==> config.mk <==
export PLATFORM = sky130hd
export DESIGN_NAME = paddle_input_ctrl
export DESIGN_NICKNAME = d
export VERILOG_FILES = /design/src/rtl/paddle_input_ctrl_pkg.sv /design/src/rtl/paddle_input_ctrl_btn_debounce.sv /design/src/rtl/paddle_input_ctrl.sv
export SDC_FILE = /design/constraint.sdc
export NUM_CORES = 1
export LEC_CHECK = 0
export ABC_CLOCK_PERIOD_IN_PS = 5000
export CAP_MARGIN = 0
export CORE_MARGIN = 1
export CORE_UTILIZATION = 55
export CTS_BUF_LIST = sky130_fd_sc_hd__clkbuf_16
export DETAILED_ROUTE_END_ITERATION = 6
export PLACE_DENSITY_LB_ADDON = 0.25
export SLEW_MARGIN = 20
export SYNTH_ARGS = -nofsm -noshare
export SYNTH_HDL_FRONTEND = slang
export SYNTH_SLANG_ARGS = --single-unit
==> constraint.sdc <==
create_clock -name I_clk -period 5 [get_ports I_clk]
set_input_delay 1 -clock I_clk [delete_from_list [all_inputs] [get_ports I_clk]]
set_output_delay 1 -clock I_clk [all_outputs]
set_load 0.02 [all_outputs]
==> src/rtl/paddle_input_ctrl_pkg.sv <==
// Shared definitions for the paddle input path: FSM state encoding, speed width,
// default speed limits and 100 MHz timing constants.
package paddle_input_ctrl_pkg;

  localparam int SPEED_W             = 4;
  localparam int DEF_SPEED_MIN       = 2;
  localparam int DEF_SPEED_MAX       = 8;
  localparam int CLK_HZ              = 100_000_000;
  localparam int DEF_DEBOUNCE_CYCLES = CLK_HZ / 100;  // 10 ms
  localparam int DEF_RAMP_CYCLES     = CLK_HZ / 20;   // 50 ms

  typedef enum logic [1:0] {
    ST_IDLE   = 2'd0,
    ST_MOVE_L = 2'd1,
    ST_MOVE_R = 2'd2
  } state_t;

  // Counter width able to hold 0..n-1, never narrower than one bit.
  function automatic int cnt_w(input int n);
    return (n > 1) ? $clog2(n) : 1;
  endfunction

endpackage

==> src/rtl/paddle_input_ctrl_btn_debounce.sv <==
// btn_debounce: 2-flop synchroniser followed by a stable-level debounce counter.
// The debounced level flips only after DEBOUNCE_CYCLES consecutive disagreeing cycles.
module btn_debounce
  import paddle_input_ctrl_pkg::*;
#(
  parameter int DEBOUNCE_CYCLES = DEF_DEBOUNCE_CYCLES
) (
  input  logic I_clk,
  input  logic I_rst_n,
  input  logic btn_raw,
  output logic btn_db
);

  localparam int CW = cnt_w(DEBOUNCE_CYCLES);

  logic          sync1;
  logic          sync2;
  logic [CW-1:0] cnt;

  always_ff @(posedge I_clk or negedge I_rst_n) begin
    if (!I_rst_n) begin
      sync1  <= 1'b0;
      sync2  <= 1'b0;
      cnt    <= '0;
      btn_db <= 1'b0;
    end else begin
      sync1 <= btn_raw;
      sync2 <= sync1;
      // Any cycle of agreement restarts the count, so short glitches never land.
      if (sync2 == btn_db) begin
        cnt <= '0;
      end else if (cnt == CW'(DEBOUNCE_CYCLES - 1)) begin
        btn_db <= sync2;
        cnt    <= '0;
      end else begin
        cnt <= cnt + CW'(1);
      end
    end
  end

endmodule

==> src/rtl/paddle_input_ctrl.sv <==
// paddle_input_ctrl: debounced paddle buttons -> bar direction and move speed.
// Define SPEED_RAMP_EN to ramp bar_move_speed while a direction is held; otherwise it is constant.
module paddle_input_ctrl
  import paddle_input_ctrl_pkg::*;
#(
  parameter int DEBOUNCE_CYCLES = DEF_DEBOUNCE_CYCLES,
  parameter int RAMP_CYCLES     = DEF_RAMP_CYCLES,
  parameter int SPEED_MIN       = DEF_SPEED_MIN,
  parameter int SPEED_MAX       = DEF_SPEED_MAX
) (
  input  logic               I_clk,
  input  logic               I_rst_n,
  input  logic               btn_left,
  input  logic               btn_right,
  output logic               to_left,
  output logic               to_right,
  output logic [SPEED_W-1:0] bar_move_speed
);

  if (SPEED_MIN < 1 || SPEED_MAX < SPEED_MIN || SPEED_MAX > 15 ||
      RAMP_CYCLES < 1 || DEBOUNCE_CYCLES < 1) begin : g_bad_params
    $error("paddle_input_ctrl: illegal parameter set");
  end

  logic   dl;
  logic   dr;
  state_t state;
  state_t state_nxt;

  btn_debounce #(.DEBOUNCE_CYCLES(DEBOUNCE_CYCLES)) u_db_left (
    .I_clk   (I_clk),
    .I_rst_n (I_rst_n),
    .btn_raw (btn_left),
    .btn_db  (dl)
  );

  btn_debounce #(.DEBOUNCE_CYCLES(DEBOUNCE_CYCLES)) u_db_right (
    .I_clk   (I_clk),
    .I_rst_n (I_rst_n),
    .btn_raw (btn_right),
    .btn_db  (dr)
  );

  // Both buttons held means no movement.
  always_comb begin
    state_nxt = state;
    case (state)
      ST_IDLE: begin
        if (dl && !dr)      state_nxt = ST_MOVE_L;
        else if (dr && !dl) state_nxt = ST_MOVE_R;
      end
      ST_MOVE_L: if (!dl || dr) state_nxt = (dr && !dl) ? ST_MOVE_R : ST_IDLE;
      ST_MOVE_R: if (!dr || dl) state_nxt = (dl && !dr) ? ST_MOVE_L : ST_IDLE;
      default:   state_nxt = ST_IDLE;
    endcase
  end

  always_ff @(posedge I_clk or negedge I_rst_n) begin
    if (!I_rst_n) begin
      state    <= ST_IDLE;
      to_left  <= 1'b0;
      to_right <= 1'b0;
    end else begin
      state    <= state_nxt;
      to_left  <= (state_nxt == ST_MOVE_L);
      to_right <= (state_nxt == ST_MOVE_R);
    end
  end

`ifdef SPEED_RAMP_EN
  localparam int RW = cnt_w(RAMP_CYCLES);

  logic [RW-1:0]      ramp_cnt;
  logic [SPEED_W-1:0] speed;
  logic               entering_move;

  assign entering_move = (state_nxt != state) && (state_nxt != ST_IDLE);

  always_ff @(posedge I_clk or negedge I_rst_n) begin
    if (!I_rst_n) begin
      ramp_cnt <= '0;
      speed    <= SPEED_W'(SPEED_MIN);
    end else if (state == ST_IDLE || entering_move) begin
      ramp_cnt <= '0;
      speed    <= SPEED_W'(SPEED_MIN);
    end else if (ramp_cnt == RW'(RAMP_CYCLES - 1)) begin
      ramp_cnt <= '0;
      if (speed < SPEED_W'(SPEED_MAX)) speed <= speed + SPEED_W'(1);
    end else begin
      ramp_cnt <= ramp_cnt + RW'(1);
    end
  end

  assign bar_move_speed = speed;
`else
  assign bar_move_speed = SPEED_W'(SPEED_MIN);
`endif

endmodule

==> metrics.yaml <==
run_status:
  status: "finished clean"
route:
  viasPerCell: 5.639
  wl_per_cell_microns: 13.38
  wl_mm: 3.895
  num_vias: 1641
  drt_pass1_iterations: 4
  final_antenna_net_count: 0
  drt_iter0_drc: 122
  drc: 0
cells_and_area:
  area_growth_pct: 9.626
  nNetsFinal: 246
  fin_util_pct: 63.81
  final_cells: 291
  n_antenna_cell: 0
  drive_gt1_share_pct: 9.129
  nFillCells: 358
power:
  p_leak_uw: 0.001085
  p_per_area_nw_per_um2: 288.9
  ir_worst_vdd_uv: 181.6
  power.total_uw: 753.3
worst_setup_path:
  path_cells: "ha_1 > nand3_1 > or2_2 > o31ai_2 > buf_4 > nor2_1"
  path_class: "reg2reg"
  r2r_cells: 6
  cp.arrival_ns: 2.47
  critPathBufInv: 1
  crit_family: "simple AND/OR/NAND/NOR gates"
  slowest_delay_ns: 0.63
  path_depth: 6
  cpMaxStageDelayCell: "o31ai_2"
  cp-startpoint: "u_db_left.cnt[0]"
  regToRegStartpoint: "u_db_left.cnt[0]"
  crit_path_max_fanout: 11
  startpoint_type: "flip-flop"
  end_kind: "flip-flop"
  cp_data_required_time_ns: 5.17
sta:
  finalCritPeriodShare_pct: 46.07
  setup_viol: 0
  hold_viol_final: 0
  fin_crit_ns: 2.303
  slew_violations: 0
  fin_tns_setup_ns: 0
  slew_headroom_pct: 54.91
  fmax_mhz: 434.2
  rsz0062_at_grt: "no"
  max_slew.worst_pin.slew_ns: 0.6723
  fin_skew_ns: 0.004596
cts:
  cts-root-buf: "clkbuf_16"
  numCtsBuffers: 5
  cts_setup_buffers: 0
  clkTransAtPathRegs_ns: 0.06
  ctsHtreeMaxLevel: 2
  holdBufCountCts: 0
  insertion_delay_ns: 0.28
  cts_sinks: 50
  clockBufferDepth: 2
  cts_resized: 0
  cts_tree: "built"
min_path:
  worstHoldStart: "u_db_left.sync1"
  hold_path.class: "reg2reg"
  whs_path_depth: 0
synthesis:
  async_flop_share_pct: 100.0
  synth.most_common_cell: "dfrtp_1"
  yosys-top-cells-count: "dfrtp_1, nor2_1, xnor2_1, nand3_1, nand2_1"
  synth_cell_types: 33
  synth-seq-area-share_pct: 52.60
  synthDominantCellAreaShare_pct: 52.60
  syn_area_per_cell_sq_um: 10.21
  ys.flop_type: "dfrtp_1"
  syn_inst: 233
  yosys.area.top_type: "dfrtp_1"
  ys_top_cells_by_area: "dfrtp_1, xnor2_1, nor2_1"
  synth_area_sq_um: 2379
  yosysWarnings: 0
  ys_ff_latch: 50
  synth_edf_count: 0
die:
  initial_core_util_pct: 58.21
  die_h_microns: 67.76
  die_area_sq_um: 4591
  die_w_microns: 67.76
  coreArea_sq_um: 4086
  ios: 10
  fp-row-count: 23
global_route:
  grt_usage_pct: 20.07
  grtUsageMet3_pct: 5.912
  grt_pass1_wl_mm: 6.658
  grt_busiest_layer: "met1"
  grtUsageMet2_pct: 27.48
  overflow: 0
  grt_max_degree: 51
  use_met1_pct: 29.27
  antenna_found_initial: 0
  grt_pass1_vias: 1451
placement:
  dp_hpwl_mm: 2.612
  gp_congestion: 0.7540
  dp_cells: 283
  io_buffers: 5
flow_run:
  maxCapViolations: 0
metal layers:
layer,part of all wire [%],vias up
li1,-,814
met1,52,795
met2,44,27
met3,3.3,5
met4,1.2,0
met5,0,-
worst paths after layout:
check	end	slack [ns]
hold reg to reg	u_db_left.sync2	0.35
max in group asynchronous	u_db_left.cnt[1]	3.86
setup / recovery	u_db_left.cnt[11]	2.70
hold / removal	u_db_left.sync2	0.35
min in group asynchronous	u_db_right.cnt[17]	0.72
setup reg to reg	u_db_left.cnt[11]	2.70
worst register-to-register path, delay by kind of cell (launching register included):
kind,cells,cell delay [ns]
AND/OR/NAND/NOR,3,0.69
buffers and inverters,1,0.30
flip-flops,1,0.38
AO/OA/AOI/OAI,1,0.63
adder cells (fa/ha/maj),1,0.19
cell type report:
type                            instances  area, sq um  share of cell area, %
Multi-Input combinational cell        170         1071                  41.07
Timing Repair Buffer                    7        62.56                  2.399
Tap cell                               50        62.56                  2.399
Inverter                                6        22.52                 0.8637
Clock buffer                            5        125.1                  4.798
Clock inverter                          3        12.51                 0.4798
Sequential cell                        50         1251                  47.98
cell families after synthesis:
group	count (synthesis)	synth area share (%)
simple gates	114	26.56
other cells	2	0.3157
mux	2	0.9468
flops	50	52.60
buf+inv	15	3.104
fa+ha+maj	2	1.052
xor+xnor	30	11.05
compound gates	18	4.366
cell usage in the layout, fill, tap and decap left out:
cell type and instances:
o21ai_0 6, or4_1 3, nand4b_1 1, clkbuf_16 5, and3b_1 4, nand4_2 2
nand4_1 4, ha_1 2, a21oi_2 1, a21oi_1 7, nand2_1 14, or3_4 2
and4_1 2, nor3_1 7, o31ai_1 2, inv_1 7, mux2_2 2, or2_2 1
xor2_1 9, o31ai_2 2, nand3_1 16, nand4_4 1, nor2_1 36, nor4b_1 2
conb_1 4, clkinv_2 1, or4b_4 1, nor4_1 9, clkinv_1 1, xnor2_1 21
clkdlybuf4s50_1 4, and3_2 1, or3_1 7, buf_4 3, and3_1 1, dfrtp_1 50
power breakdown:
part / switching [uW] / total [uW] / internal, uW
clock network: 131 / 311 / 181
registers: 5.25 / 415 / 410
logic: 19.2 / 26.6 / 7.39
total: 155 / 753 / 598
sequential cells by signal, summed over array words and instances, names as in the netlist:
register and count:
u_db_left.cnt 20, u_db_right.cnt 20, state 2, to_left 1, to_right 1, u_db_left.btn_db 1
u_db_left.sync1 1, u_db_left.sync2 1, u_db_right.btn_db 1, u_db_right.sync1 1, u_db_right.sync2 1
through the flow:
step	setup slack (ns)	hold slack, ns	area, sq um
after floorplan	3.181	0.3312	2386
after global placement	2.753	0.3327	2467
after detailed placement	2.715	0.3402	2467
after CTS	2.708	0.3541	2605
after global routing	2.558	0.3558	2608
final	2.697	0.3491	2608
Note: power is estimated with default switching activity, not from simulation.
